<file path="src/rtl/store_write_buffer_pkg.sv">
// Shared constants for the store write buffer: store opcode/funct3 encodings,
// address region nibbles and write-target bit positions.
package store_write_buffer_pkg;

    // RV32I/RV64I store major opcode and width encodings
    localparam logic [6:0] OPC_STORE = 7'b010_0011;
    localparam logic [2:0] FNC_SB    = 3'b000;
    localparam logic [2:0] FNC_SH    = 3'b001;
    localparam logic [2:0] FNC_SW    = 3'b010;
    localparam logic [2:0] FNC_SD    = 3'b011;

    // addr[31:28] region nibbles
    localparam logic [3:0] RGN_DMEM_LO = 4'b0001;
    localparam logic [3:0] RGN_IMEM    = 4'b0010;
    localparam logic [3:0] RGN_DMEM_HI = 4'b0011;
    localparam logic [3:0] RGN_MMIO    = 4'b1000;

    // Bit positions inside the {mmio, imem, dmem} target mask
    localparam int unsigned TGT_DMEM = 0;
    localparam int unsigned TGT_IMEM = 1;
    localparam int unsigned TGT_MMIO = 2;
    localparam int unsigned TGT_W    = 3;

    typedef logic [TGT_W-1:0] tgt_t;

endpackage

</file>
<file path="src/rtl/store_write_buffer_if.sv">
// Pipeline-side request, memory-side drain and load-hazard signals of the
// store write buffer. master = surrounding pipeline/memory, slave = buffer.
interface store_write_buffer_if #(
    parameter int unsigned XLEN  = 32,
    parameter int unsigned DEPTH = 4
);
    localparam int unsigned LANES = XLEN / 8;
    localparam int unsigned CNTW  = $clog2(DEPTH) + 1;

    logic              req_valid;
    logic              req_ready;
    logic [6:0]        req_opcode;
    logic [2:0]        req_funct3;
    logic [XLEN-1:0]   req_addr;
    logic [XLEN-1:0]   req_data;
    logic [31:0]       req_pc;

    logic              mem_valid;
    logic              mem_ready;
    logic [2:0]        mem_tgt;
    logic [XLEN-1:0]   mem_addr;
    logic [LANES-1:0]  mem_wea;
    logic [XLEN-1:0]   mem_wdata;

    logic [XLEN-1:0]   ld_addr;
    logic              ld_hit;
    logic              empty;
    logic              misalign_err;
    logic [CNTW-1:0]   count;

    modport master (
        output req_valid, req_opcode, req_funct3, req_addr, req_data, req_pc,
        input  req_ready,
        input  mem_valid, mem_tgt, mem_addr, mem_wea, mem_wdata,
        output mem_ready,
        output ld_addr,
        input  ld_hit, empty, misalign_err, count
    );

    modport slave (
        input  req_valid, req_opcode, req_funct3, req_addr, req_data, req_pc,
        output req_ready,
        output mem_valid, mem_tgt, mem_addr, mem_wea, mem_wdata,
        input  mem_ready,
        input  ld_addr,
        output ld_hit, empty, misalign_err, count
    );

endinterface

</file>
<file path="src/rtl/store_write_buffer_lane_align.sv">
// Combinational store width decode: funct3 + byte offset to lane enables,
// lane-shifted data, misalignment and legality flags.
module store_lane_align
    import store_write_buffer_pkg::*;
#(
    parameter int unsigned XLEN = 32
) (
    input  logic [2:0]                   funct3,
    input  logic [$clog2(XLEN/8)-1:0]    offset,
    input  logic [XLEN-1:0]              data,
    output logic [XLEN/8-1:0]            wea_c,
    output logic [XLEN-1:0]              wdata_c,
    output logic                         misaligned_c,
    output logic                         legal_c
);
    localparam int unsigned LANES = XLEN / 8;
    localparam int unsigned OFFW  = $clog2(LANES);

    logic [LANES-1:0] base_mask;
    logic [XLEN-1:0]  data_mask;

    // Width decode, then shift the unshifted lane mask and masked data into place
    always_comb begin
        legal_c      = 1'b0;
        misaligned_c = 1'b0;
        base_mask    = '0;
        data_mask    = '0;
        case (funct3)
            FNC_SB: begin
                legal_c   = 1'b1;
                base_mask = LANES'(1'b1);
            end
            FNC_SH: begin
                legal_c      = 1'b1;
                base_mask    = LANES'(2'b11);
                misaligned_c = offset[0];
            end
            FNC_SW: begin
                legal_c      = 1'b1;
                base_mask    = LANES'(4'hF);
                misaligned_c = |offset[1:0];
            end
            FNC_SD: begin
                if (XLEN == 64) begin
                    legal_c      = 1'b1;
                    base_mask    = '1;
                    misaligned_c = |offset;
                end
            end
            default: begin
            end
        endcase
        for (int i = 0; i < int'(LANES); i++) begin
            data_mask[8*i +: 8] = {8{base_mask[i]}};
        end
        wea_c   = base_mask << offset;
        wdata_c = (data & data_mask) << {offset, 3'b000};
    end

    logic unused_offw;
    assign unused_offw = OFFW[0];

endmodule

</file>
<file path="src/rtl/store_write_buffer.sv">
// Store write buffer: decodes RISC-V stores into lane-aligned writes, queues
// them in a DEPTH-entry FIFO and drains to memory over valid/ready. Also
// flags misaligned stores and answers load-hazard lookups.
module store_write_buffer
    import store_write_buffer_pkg::*;
#(
    parameter int unsigned XLEN  = 32,
    parameter int unsigned DEPTH = 4
) (
    input  logic                 clk,
    input  logic                 rst_n,
    store_write_buffer_if.slave  bus
);
    localparam int unsigned LANES = XLEN / 8;
    localparam int unsigned OFFW  = $clog2(LANES);
    localparam int unsigned PTRW  = $clog2(DEPTH);
    localparam int unsigned CNTW  = PTRW + 1;

    tgt_t             tgt_q   [DEPTH];
    tgt_t             tgt_d   [DEPTH];
    logic [XLEN-1:0]  addr_q  [DEPTH];
    logic [XLEN-1:0]  addr_d  [DEPTH];
    logic [LANES-1:0] wea_q   [DEPTH];
    logic [LANES-1:0] wea_d   [DEPTH];
    logic [XLEN-1:0]  wdata_q [DEPTH];
    logic [XLEN-1:0]  wdata_d [DEPTH];

    logic [DEPTH-1:0] valid_q, valid_d;
    logic [PTRW-1:0]  head_q, head_d;
    logic [PTRW-1:0]  tail_q, tail_d;
    logic [CNTW-1:0]  count_q, count_d;
    logic             empty_q, empty_d;
    logic             misalign_q, misalign_d;

    logic [LANES-1:0] lane_wea_c;
    logic [XLEN-1:0]  lane_wdata_c;
    logic             misaligned_c;
    logic             legal_c;

    tgt_t             req_tgt;
    logic [XLEN-1:0]  req_aligned;
    logic [XLEN-1:0]  ld_aligned;
    logic             accept;
    logic             is_store;
    logic             push;
    logic             pop;

    store_lane_align #(.XLEN(XLEN)) u_lane_align (
        .funct3       (bus.req_funct3),
        .offset       (bus.req_addr[OFFW-1:0]),
        .data         (bus.req_data),
        .wea_c        (lane_wea_c),
        .wdata_c      (lane_wdata_c),
        .misaligned_c (misaligned_c),
        .legal_c      (legal_c)
    );

    // Region decode into the {mmio, imem, dmem} target mask
    always_comb begin
        req_tgt           = '0;
        req_tgt[TGT_DMEM] = bus.req_addr[28];
        req_tgt[TGT_IMEM] = bus.req_addr[29] && bus.req_pc[30];
        req_tgt[TGT_MMIO] = (bus.req_addr[31:28] == RGN_MMIO);
    end

    assign req_aligned   = {bus.req_addr[XLEN-1:OFFW], OFFW'(0)};
    assign ld_aligned    = {bus.ld_addr[XLEN-1:OFFW], OFFW'(0)};
    assign pop           = !empty_q && bus.mem_ready;
    assign bus.req_ready = (count_q < CNTW'(DEPTH)) || pop;
    assign accept        = bus.req_valid && bus.req_ready;
    assign is_store      = (bus.req_opcode == OPC_STORE);
    assign push          = accept && is_store && legal_c && !misaligned_c && (req_tgt != '0);

    // Pointer, occupancy and error-pulse next state
    always_comb begin
        head_d     = head_q;
        tail_d     = tail_q;
        count_d    = count_q;
        valid_d    = valid_q;
        misalign_d = accept && is_store && legal_c && misaligned_c;
        if (pop) begin
            valid_d[head_q] = 1'b0;
            head_d          = head_q + PTRW'(1);
        end
        if (push) begin
            valid_d[tail_q] = 1'b1;
            tail_d          = tail_q + PTRW'(1);
        end
        case ({push, pop})
            2'b10:   count_d = count_q + CNTW'(1);
            2'b01:   count_d = count_q - CNTW'(1);
            default: count_d = count_q;
        endcase
        empty_d = (count_d == '0);
    end

    // Payload write into the tail slot
    always_comb begin
        tgt_d   = tgt_q;
        addr_d  = addr_q;
        wea_d   = wea_q;
        wdata_d = wdata_q;
        if (push) begin
            tgt_d[tail_q]   = req_tgt;
            addr_d[tail_q]  = req_aligned;
            wea_d[tail_q]   = lane_wea_c;
            wdata_d[tail_q] = lane_wdata_c;
        end
    end

    // Control state with synchronous reset; queued stores are discarded
    always_ff @(posedge clk) begin
        if (!rst_n) begin
            valid_q    <= '0;
            head_q     <= '0;
            tail_q     <= '0;
            count_q    <= '0;
            empty_q    <= 1'b1;
            misalign_q <= 1'b0;
        end else begin
            valid_q    <= valid_d;
            head_q     <= head_d;
            tail_q     <= tail_d;
            count_q    <= count_d;
            empty_q    <= empty_d;
            misalign_q <= misalign_d;
        end
    end

    // Payload storage needs no reset; only valid entries are ever presented
    always_ff @(posedge clk) begin
        tgt_q   <= tgt_d;
        addr_q  <= addr_d;
        wea_q   <= wea_d;
        wdata_q <= wdata_d;
    end

    // Load hazard: any valid entry targeting the load's aligned word
    always_comb begin
        bus.ld_hit = 1'b0;
        for (int i = 0; i < int'(DEPTH); i++) begin
            if (valid_q[i] && (addr_q[i] == ld_aligned)) begin
                bus.ld_hit = 1'b1;
            end
        end
    end

    assign bus.mem_valid    = !empty_q;
    assign bus.mem_tgt      = tgt_q[head_q];
    assign bus.mem_addr     = addr_q[head_q];
    assign bus.mem_wea      = wea_q[head_q];
    assign bus.mem_wdata    = wdata_q[head_q];
    assign bus.empty        = empty_q;
    assign bus.count        = count_q;
    assign bus.misalign_err = misalign_q;

    logic unused_pc;
    assign unused_pc = ^{bus.req_pc[31], bus.req_pc[29:0], bus.ld_addr[OFFW-1:0]};

endmodule

</file>
<file path="src/flat_wrapper.sv">
// flat-port wrapper written by rule: the top's interface ports become plain ports
module store_write_buffer_flat import store_write_buffer_pkg::*;
#(
    parameter int unsigned XLEN  = 32,
    parameter int unsigned DEPTH = 4
)
  (clk, rst_n, bus_req_valid, bus_req_opcode, bus_req_funct3, bus_req_addr, bus_req_data, bus_req_pc, bus_req_ready, bus_mem_valid, bus_mem_tgt, bus_mem_addr, bus_mem_wea, bus_mem_wdata, bus_mem_ready, bus_ld_addr, bus_ld_hit, bus_empty, bus_misalign_err, bus_count);
  store_write_buffer_if #(.XLEN(XLEN), .DEPTH(DEPTH)) bus_i ();
  input  logic clk;
  input  logic rst_n;
  input wire logic [$bits(bus_i.req_valid)-1:0] bus_req_valid;
  input wire logic [$bits(bus_i.req_opcode)-1:0] bus_req_opcode;
  input wire logic [$bits(bus_i.req_funct3)-1:0] bus_req_funct3;
  input wire logic [$bits(bus_i.req_addr)-1:0] bus_req_addr;
  input wire logic [$bits(bus_i.req_data)-1:0] bus_req_data;
  input wire logic [$bits(bus_i.req_pc)-1:0] bus_req_pc;
  output wire logic [$bits(bus_i.req_ready)-1:0] bus_req_ready;
  output wire logic [$bits(bus_i.mem_valid)-1:0] bus_mem_valid;
  output wire logic [$bits(bus_i.mem_tgt)-1:0] bus_mem_tgt;
  output wire logic [$bits(bus_i.mem_addr)-1:0] bus_mem_addr;
  output wire logic [$bits(bus_i.mem_wea)-1:0] bus_mem_wea;
  output wire logic [$bits(bus_i.mem_wdata)-1:0] bus_mem_wdata;
  input wire logic [$bits(bus_i.mem_ready)-1:0] bus_mem_ready;
  input wire logic [$bits(bus_i.ld_addr)-1:0] bus_ld_addr;
  output wire logic [$bits(bus_i.ld_hit)-1:0] bus_ld_hit;
  output wire logic [$bits(bus_i.empty)-1:0] bus_empty;
  output wire logic [$bits(bus_i.misalign_err)-1:0] bus_misalign_err;
  output wire logic [$bits(bus_i.count)-1:0] bus_count;
  assign bus_i.req_valid = bus_req_valid;
  assign bus_i.req_opcode = bus_req_opcode;
  assign bus_i.req_funct3 = bus_req_funct3;
  assign bus_i.req_addr = bus_req_addr;
  assign bus_i.req_data = bus_req_data;
  assign bus_i.req_pc = bus_req_pc;
  assign bus_req_ready = bus_i.req_ready;
  assign bus_mem_valid = bus_i.mem_valid;
  assign bus_mem_tgt = bus_i.mem_tgt;
  assign bus_mem_addr = bus_i.mem_addr;
  assign bus_mem_wea = bus_i.mem_wea;
  assign bus_mem_wdata = bus_i.mem_wdata;
  assign bus_i.mem_ready = bus_mem_ready;
  assign bus_i.ld_addr = bus_ld_addr;
  assign bus_ld_hit = bus_i.ld_hit;
  assign bus_empty = bus_i.empty;
  assign bus_misalign_err = bus_i.misalign_err;
  assign bus_count = bus_i.count;
  store_write_buffer #(.XLEN(XLEN), .DEPTH(DEPTH)) u_core (.clk(clk), .rst_n(rst_n), .bus(bus_i));
endmodule
</file>
<file path="config.mk">
export PLATFORM = sky130hd
export DESIGN_NAME = store_write_buffer_flat
export DESIGN_NICKNAME = d
export VERILOG_FILES = /design/src/rtl/store_write_buffer_pkg.sv /design/src/rtl/store_write_buffer_if.sv /design/src/rtl/store_write_buffer_lane_align.sv /design/src/rtl/store_write_buffer.sv /design/src/flat_wrapper.sv
export SDC_FILE = /design/constraint.sdc
export NUM_CORES = 1
export LEC_CHECK = 0
export ABC_AREA = 1
export CAP_MARGIN = 20
export CORE_MARGIN = 4
export CORE_UTILIZATION = 55
export DETAILED_ROUTE_END_ITERATION = 8
export PLACE_DENSITY = 0.82
export RECOVER_POWER = 25
export SLEW_MARGIN = 5
export SYNTH_ARGS = -nofsm -noshare
export SYNTH_HDL_FRONTEND = slang
export SYNTH_SLANG_ARGS = --single-unit
</file>
<file path="constraint.sdc">
create_clock -name clk -period 8.2 [get_ports clk]
set_input_delay 1.23 -clock clk [delete_from_list [all_inputs] [get_ports clk]]
set_output_delay 1.23 -clock clk [all_outputs]
set_load 0.02 [all_outputs]
</file>
Word level (Yosys, flattened, before mapping):

Cells that the tools add are included.
W data, S select, Z words.

* register bits after elaboration: 297
* input bits: 142
* output and inout port bits: 79
* logic and storage cells: 111

* add/sub/neg operators: 4
* $lt $le $gt $ge: 8
* equality and inequality tests: 10
* shifts and indexed selects: 2
* multiplexer cells: 36
* bitwise operators: 6
* reduce and logical (&&, ||, !) cells: 23

Operators with widths (count)
* $bwmux W128: 2
* $mux W32: 5
* $bmux W32 S2: 2
* $eq A32 B32 Y1: 4
* $demux W32 S2: 1
* $and A32 B32 Y32: 1
* $shl A32 B5 Y32: 1
* $mux W4: 5
* $bwmux W16: 1
* $logic_and A1 B1 Y1: 15
* $bwmux W12: 1
* $pmux W4 S3: 1
* $mux W3: 3
* $bmux W4 S2: 1
* $demux W4 S2: 1
* $eq A7 B6 Y1 const B: 1
* $mux W1: 7
* $bmux W3 S2: 1
* $demux W3 S2: 1
* $ge A3 B3 Y1 const B: 2
* $logic_not A3 Y1: 2
* $lt A2 B3 Y1 const B: 2
* $not A2 Y3: 2
* $pmux W3 S2: 1
* other kinds (22): 26

Longest topological paths before layout:

Gate-level depths: netlist of the first run.

* word-level depth: 11
* gate-level depth with buffers: 14
* mapped depth without buffers: 14

Cells and area by module:

From an unflattened synthesis of the first run, not the netlist that was laid out.

* cells, all modules: 1466
* area total of the unflattened synthesis: 13716.9 um^2

Modules (own cells, without submodules)
* store_write_buffer: instances 1, cells each 1304, area each 12899.9 um^2, sequential area each 8428.1 um^2
* store_lane_align: instances 1, cells each 162, area each 817.0 um^2, sequential area each 0.0 um^2

Least setup slack after synthesis of the first run:

OpenSTA, ideal clock, no wires.

* path type: in2reg
* start: in bus_mem_ready
* end: reg u_core.addr_q[100] (netlist bit) (enable)
* setup time: 0.422 ns
* arrival time: 3.268 ns
* data required time: 7.778 ns
* slack: 4.511 ns
* stages: 6
* buffers on the path: 0
* path through: nand2_2 -> nand2_1 -> nand2_2 -> nor3_4 -> nand4_1 -> inv_1

* cells in the longest elaborated chain, start to end: 7

Ends and longest elaborated chain
* start: declaration: RTL line flat_wrapper.sv:23 `input wire logic [$bits(bus_i.mem_ready)-1:0] bus_mem_ready;`
* $logic_and A1 B1 Y1: RTL line store_write_buffer.sv:68 `assign pop = !empty_q && bus.mem_ready;`
* $logic_or A1 B1 Y1: RTL line store_write_buffer.sv:69 `assign bus.req_ready = (count_q < CNTW'(DEPTH)) || pop;`
* via bus_req_ready: RTL line flat_wrapper.sv:17 `output wire logic [$bits(bus_i.req_ready)-1:0] bus_req_ready;`
* $logic_and A1 B1 Y1: RTL line store_write_buffer.sv:70 `assign accept = bus.req_valid && bus.req_ready;`
* $logic_and A1 B1 Y1 (4 in a row): RTL line store_write_buffer.sv:72 `assign push = accept && is_store && legal_c && !misaligned_c && (req_tgt != '0);`
* end signal: assignment: RTL line store_write_buffer.sv:133 `addr_q <= addr_d;`
* end: declaration: RTL line store_write_buffer.sv:21 `logic [XLEN-1:0] addr_q [DEPTH];`

The timed path passes the listed nets, and every way through them passes these cells.
A chain may end at the register's enable or synchronous reset.

Final worst setup path of the first run:

* start: reg u_core.head_q[0]
* end: out bus_mem_addr[23]

* cells in the longest elaborated chain, start to end: 4

Ends and longest elaborated chain
* start: declaration: RTL line store_write_buffer.sv:29 `logic [PTRW-1:0] head_q, head_d;`
* start signal: assignment: RTL line store_write_buffer.sv:115 `head_q <= '0;`
* start signal: assignment: RTL line store_write_buffer.sv:122 `head_q <= head_d;`
* $not A2 Y3 (not written as such): RTL line store_write_buffer.sv:150 `assign bus.mem_addr = addr_q[head_q];`
* $bmux W32 S2: RTL line store_write_buffer.sv:150
* $mux W32 (not written as such) (2 in a row): RTL line store_write_buffer.sv:150
* end: declaration: RTL line flat_wrapper.sv:20 `output wire logic [$bits(bus_i.mem_addr)-1:0] bus_mem_addr;`

Every way passes these cells. The select of a mux whose other input is x is not followed.

==> results.py, run 1 <==
metrics = {
    "outcome": {
        "status": "finished, violations left",
        "failed_checks": "max-capacitance violations, max-slew violations",
    },
    "floorplanning": {
        "die_w_um": 165,
        "core-area_um2": 24200,
        "initial_core_util_pct": 55.8,
        "fp-row-count": 57,
        "io_pins": 221,
        "dieArea_um2": 27200,
        "die_height_um": 165,
    },
    "finish": {
        "post-route-util_pct": 68.2,
        "n_antenna_cell": 0,
        "drive_gt1_share_pct": 4.30,
        "area_growth_pct": 22.2,
        "nFillCells": 1843,
        "fin_nets": 1781,
    },
    "grt": {
        "grt_overflow": 0,
        "grt_pass1_vias": 10500,
        "grt_pass1_wl_mm": 56.5,
        "track_usage_pct": 27.3,
        "grt_start_max_net_pins": 103,
        "antenna_found_initial": 1,
    },
    "power": {
        "p_per_area_nw_per_um2": 180,
        "vdd_drop_max_mv": 0.146,
        "p_leak_nw": 6.56,
    },
    "logic_synthesis": {
        "ys_warn_count": 0,
        "seq_area_frac_synth_pct": 62.2,
        "yosys.area.top_type": "edfxtp_1",
        "postSynthAreaPerCell_um2": 9.30,
        "postSynthCellCount": 1456,
        "yosys.area.top_type_share_pct": 60.3,
        "yosys.cell_types.count": 29,
        "syn_area_um2": 13500,
        "synth-seq-cells": 285,
        "yosys-top-cells-area": "edfxtp_1 60%, nand2_1 11%, o21ai_0 6.9%, nor2_1 6.0%, inv_1 4.4%",
    },
    "detailed_routing": {
        "wl_mm": 37.4,
        "ant_nets": 0,
        "via_per_inst": 5.56,
        "dr.first_iter.drc_count": 986,
        "vias": 11000,
        "drc": 0,
        "wl_per_cell_um": 19.0,
        "first_pass_iters": 7,
    },
    "hold_path": {
        "hp-start": "u_core.valid_q[3]",
        "hold_path_depth": 2,
        "hold_path_end": "u_core.valid_q[3]",
        "hold_path.class": "reg -> reg",
    },
    "worst_setup_path": {
        "timing.rr.end": "u_core.head_q[1]",
        "worstPathRequired_ns": 6.97,
        "critPathKind": "reg -> out",
        "arrival_ns": 4.78,
        "rrSetupSlack_ns": 4.48,
        "cp_max_fo": 62,
        "endpoint_kind": "output pin",
        "startpoint_type": "flop",
        "rr_startpoint": "u_core.head_q[0]",
        "reg2reg_depth": 5,
    },
    "timing": {
        "fmax_mhz": 166,
        "fin_crit_ns": 6.01,
        "setup_viol_count_final": 0,
        "post-route-period-util_pct": 73.3,
        "hold_viol": 0,
        "worst_pin_slew_ns": 2.65,
        "grt_setup_unrepaired": "no",
        "finClkSkew_ns": 0.00869,
        "fin_setup_tns_ns": 0,
        "drv_slew": 63,
        "relSlewSlack_pct": -76.8,
    },
    "clock_tree": {
        "h-tree-depth": 1,
        "clock_path_buffers": 3,
        "cts-root-buf": "clkbuf_16",
        "clkSinkCount": 285,
        "post_cts_resized": 0,
        "cts_setup_buffers": 0,
        "cts_made_buffers": 28,
        "cts_tree": "built",
        "clock_latency_ns": 0.54,
        "path_clk_slew_ns": 0.07,
        "holdBufCountCts": 0,
    },
    "placed_design": {
        "port-buffer-count": 185,
        "post-dp-hpwl_mm": 25.3,
        "place_congestion": 0.949,
    },
    "run": {
        "drv_cap": 1,
    },
}
## registers in the layout (all words and copies together), names as in the netlist
register and cells:
u_core.head_q 2, u_core.wea_q 16, u_core.bus.misalign_err 1, u_core.addr_q 120, u_core.tail_q 2, u_core.tgt_q 8, u_core.bus.empty 1, u_core.bus.count 3
u_core.valid_q 4, u_core.wdata_q 128
## through the flow
stage | hold WS (ns) | setup WS [ns] | power [mW] | area, µm² | cells
3_5_place_dp | 0.472 | 3.30 | 1.78 | 15600 | 1922
4_1_cts | 0.482 | 3.35 | 2.99 | 16500 | 1973
3_3_place_gp | 0.468 | 3.36 | 1.78 | 15600 | 1922
5_1_grt | 0.497 | 1.82 | 3.07 | 16500 | 1974
6_report | 0.481 | 2.19 | 2.98 | 16500 | 1974
2_1_floorplan | 0.443 | 4.51 | 1.69 | 13500 | 1457
## Yosys cell counts
cell type / count
conb_1: 1
nand2_2: 3
inv_1: 160
clkbuf_1: 31
xor2_1: 2
nand3b_1: 1
ha_1: 9
nand4_1: 5
nor2_1: 215
buf_2: 15
nand2_1: 381
edfxtp_1: 272
o31ai_1: 2
fa_1: 1
inv_2: 6
o21ai_2: 1
nor3_4: 1
o21ai_1: 8
a21oi_1: 64
nand3_2: 1
dfxtp_1: 13
a21oi_4: 1
buf_6: 1
nand3_1: 11
o21ai_0: 187
buf_4: 3
xnor2_1: 9
o22ai_1: 49
buf_1: 3
## worst max-delay path, cell delays in order, from the launching register on
cell             delay (ns)
dfxtp_4                0.45
inv_4                  0.42
clkbuf_1               1.93
o21ai_0                0.19
o21ai_0                0.53
clkdlybuf4s50_1        0.70
## worst max-delay path by stage
stage	startpoint	to	slack [ns]
CTS	u_core.head_q[1]	bus_mem_addr[23]	3.35
detailed placement	bus_req_addr[1]	u_core.wdata_q[116]	3.30
floorplan	bus_mem_ready	u_core.addr_q[100]	4.51
global placement	bus_req_addr[1]	u_core.wdata_q[116]	3.36
finish	u_core.head_q[0]	bus_mem_addr[23]	2.19
global route	u_core.head_q[0]	bus_mem_addr[23]	1.82
## cell families (layout without fill, tap and decap cells)
family | count (synthesis) | in the layout | share of synthesized area [%]
flip-flops | 285 | 285 | 62.2
adder cells (fa/ha/maj) | 10 | 10 | 0.980
AND/OR/NAND/NOR | 618 | 618 | 17.5
XOR/XNOR | 11 | 11 | 0.712
buffers and inverters | 219 | 412 | 6.35
other | 1 | 2 | 0.0277
AO/OA/AOI/OAI | 312 | 312 | 12.1
## layout make-up
type | instances | area (µm²) | area share, %
sequential | 285 | 8430 | 51.0
clock buffer | 30 | 729 | 4.41
multi-input combinational | 953 | 4250 | 25.7
tap | 324 | 405 | 2.45
inverter | 166 | 626 | 3.78
clock inverter | 21 | 160 | 0.968
timing repair buffer | 195 | 1940 | 11.7
## per-layer routing
metal	up-vias	track usage, %	share of wire (%)
met4	0	11.8	4.4
li1	5196	-	-
met5	-	0	0
met3	101	4.27	9.2
met2	590	46.0	48
met1	5098	35.2	38
## placed cells by master, fill, tap and decap left out, types with 2 or more instances in the layout
| master | instances |
|---|---|
| inv_1 | 156 |
| nand2_2 | 3 |
| clkdlybuf4s50_1 | 153 |
| buf_4 | 8 |
| o21ai_1 | 8 |
| xor2_1 | 2 |
| dlygate4sd3_1 | 32 |
| o31ai_1 | 2 |
| dfxtp_1 | 12 |
| nand4_1 | 5 |
| inv_2 | 9 |
| o21ai_0 | 188 |
| clkinvlp_4 | 4 |
| a21oi_1 | 64 |
| nand3_1 | 11 |
| ha_1 | 9 |
| xnor2_1 | 9 |
| inv_6 | 2 |
| clkinv_1 | 5 |
| clkbuf_1 | 2 |
| clkinv_4 | 5 |
| clkinv_2 | 4 |
| edfxtp_1 | 272 |
| nor2_1 | 215 |
| o22ai_1 | 49 |
| conb_1 | 2 |
| clkbuf_16 | 29 |
| nand2_1 | 381 |
## report_power, final
| part | leakage (nW) | switching, mW | internal (mW) |
|---|---|---|---|
| clock network | 0.426 | 0.547 | 0.681 |
| registers | 2.54 | 0.000212 | 1.59 |
| logic | 3.60 | 0.0928 | 0.0663 |
No activity file was read; power rests on OpenSTA's default activity.
==> run 2, diff against run 1 <==
--- a/config.mk
+++ b/config.mk
@@ -8,9 +8,9 @@
 export ABC_AREA = 1
 export CAP_MARGIN = 20
 export CORE_MARGIN = 4
-export CORE_UTILIZATION = 55
+export CORE_UTILIZATION = 49
 export DETAILED_ROUTE_END_ITERATION = 8
-export PLACE_DENSITY = 0.82
+export PLACE_DENSITY = 0.77
 export RECOVER_POWER = 25
 export SLEW_MARGIN = 5
 export SYNTH_ARGS = -nofsm -noshare
==> constraint.sdc (replaced) <==
create_clock -name clk -period 5.1 [get_ports clk]
set_input_delay 0.765 -clock clk [delete_from_list [all_inputs] [get_ports clk]]
set_output_delay 0.765 -clock clk [all_outputs]
set_load 0.02 [all_outputs]
==> results.py, run 2 (synthesis gave the netlist of run 1 again) <==
metrics = {
    "worst_setup_path": {
        "reg2reg_depth": 8,
        "cp_slowest_cell": "buf_4",
        "startpoint": "u_core.head_q[0]",
        "cp_max_fo": 101,
        "rr_startpoint": "u_core.bus.empty",
        "timing.rr.end": "u_core.wdata_q[29]",
        "arrival_ns": 3.25,
        "endpoint_kind": "output pin",
        "startpoint_type": "flop",
        "worstPathRequired_ns": 4.34,
        "cp_num_buf_inv": 2,
        "critPathKind": "reg -> out",
        "cpPeakStageDelay_ns": 0.87,
        "path_cells": "buf_4 > o21ai_0 > o22ai_1 > clkdlybuf4s50_1",
        "crit_family": "buffers and inverters",
        "rrSetupSlack_ns": 2.81,
    },
    "clock_tree": {
        "cts_tree": "built",
        "cts_setup_buffers": 0,
        "h-tree-depth": 1,
        "clkSinkCount": 285,
        "clock_path_buffers": 3,
        "holdBufCountCts": 0,
        "cts_made_buffers": 30,
        "path_clk_slew_ns": 0.06,
        "post_cts_resized": 0,
        "clock_latency_ns": 0.55,
        "cts-root-buf": "clkbuf_16",
    },
    "power": {
        "p_leak_nw": 6.64,
        "swShare_pct": 20.6,
        "power_frac_comb_pct": 5.2,
        "p_int_mw": 3.92,
        "seq_power_share_pct": 51.9,
        "vdd_drop_max_mv": 0.291,
        "p_switching_mw": 1.01,
        "p_per_area_nw_per_um2": 294,
        "pwr-share-clk_pct": 42.9,
    },
    "finish": {
        "post-route-util_pct": 61.8,
        "finalNonFillerCells": 2030,
        "layout_top_registers": "u_core.wdata_q: 128 flops, u_core.addr_q: 120 flops, u_core.wea_q: 16 flops",
        "regMostFlops": "u_core.wdata_q",
        "nFillCells": 2233,
        "final_cell_mix": "381 x nand2_1, 272 x edfxtp_1, 215 x nor2_1",
        "area_growth_pct": 23.8,
        "final_common_cell": "nand2_1",
        "drive_gt1_share_pct": 4.35,
        "fin_nets": 1786,
        "largest_register_ffs": 128,
    },
    "detailed_routing": {
        "dr.first_iter.drc_count": 1323,
        "via_per_inst": 5.35,
        "first_pass_iters": 5,
        "ant_nets": 0,
        "wl_per_cell_um": 18.4,
        "drc": 0,
        "wl_mm": 37.4,
        "vias": 10900,
    },
    "placed_design": {
        "place_congestion": 0.963,
        "dp_worst_setup_slack_ns": 1.45,
        "dp.cells": 1974,
        "post-dp-hpwl_mm": 25.6,
        "port-buffer-count": 185,
    },
    "timing": {
        "setup_viol_count_final": 0,
        "relSlewSlack_pct": 17.2,
        "worst_pin_slew_ns": 1.23,
        "fmax_mhz": 249,
        "holdWs_ns": 0.491,
        "post-route-period-util_pct": 78.8,
        "hold_viol": 0,
        "drv_slew": 0,
        "worst_slack_ns": 1.08,
        "fin_crit_ns": 4.02,
        "grt_setup_unrepaired": "no",
        "fin_setup_tns_ns": 0,
        "finClkSkew_ns": 0.0200,
    },
    "grt": {
        "grt_overflow": 0,
        "grt_start_max_net_pins": 102,
        "track_usage_pct": 24.1,
        "antenna_found_initial": 1,
        "grt_pass1_vias": 10500,
        "grt_pass1_wl_mm": 57.6,
    },
    "floorplanning": {
        "io_pins": 221,
        "die_w_um": 174,
        "die_height_um": 174,
        "fp-row-count": 60,
        "core-area_um2": 27100,
        "dieArea_um2": 30400,
        "initial_core_util_pct": 50.0,
    },
    "hold_path": {
        "hold_path_depth": 2,
        "hp-start": "u_core.valid_q[0]",
        "hold_path.class": "reg -> reg",
        "hold_path_end": "u_core.valid_q[0]",
    },
    "run": {
        "drv_cap": 0,
    },
    "outcome": {
        "status": "finished clean",
    },
}
## run 2: power by group through the flow
stage | Sequential [mW] | Combinational (mW) | Clock, mW
finish | 2.56 | 0.257 | 2.12
global route | 2.55 | 0.280 | 2.25
CTS | 2.56 | 0.260 | 2.13
detailed placement | 2.61 | 0.258 | 0
global placement | 2.61 | 0.254 | 0
floorplan | 2.61 | 0.103 | 0
## run 2: area by class of cell
type                       count  area (µm²)  share of cell area, %
clock buffer                  35         791                   4.72
inverter                     166         626                   3.73
timing repair buffer         198        2020                   12.1
clock inverter                20         174                   1.04
sequential                   285        8430                   50.3
antenna                        1        2.50                 0.0149
tap                          372         465                   2.78
multi-input combinational    953        4250                   25.3
## run 2: through the flow
| step | cell area [µm²] | total power, mW |
|---|---|---|
| floorplan | 13500 | 2.71 |
| global placement | 15800 | 2.86 |
| detailed placement | 15800 | 2.86 |
| CTS | 16800 | 4.95 |
| global route | 16800 | 5.09 |
| finish | 16800 | 4.93 |
## run 2: worst min-delay path: cells and delay by family, from the launching register on
family,cells,cell delay (ns)
compound gates,1,0.06
flops,1,0.32
simple gates,1,0.06
## run 2: worst max path at each step
stage	end	slack, ns	depth (start not counted)
finish	bus_mem_wdata[30]	1.08	4
global route	u_core.bus.empty	0.86	13
CTS	bus_mem_wdata[30]	1.07	4
detailed placement	u_core.bus.empty	1.45	12
global placement	bus_ld_hit	1.43	12
floorplan	u_core.addr_q[100]	1.88	6
## run 2: routing by layer
layer	vias up	global-route usage (%)	wire length [µm]
met1	5046	31.9	14900
met3	73	5.24	3430
met5	-	0	13
met2	518	40.1	17800
met4	2	7.26	1200
li1	5220	-	-
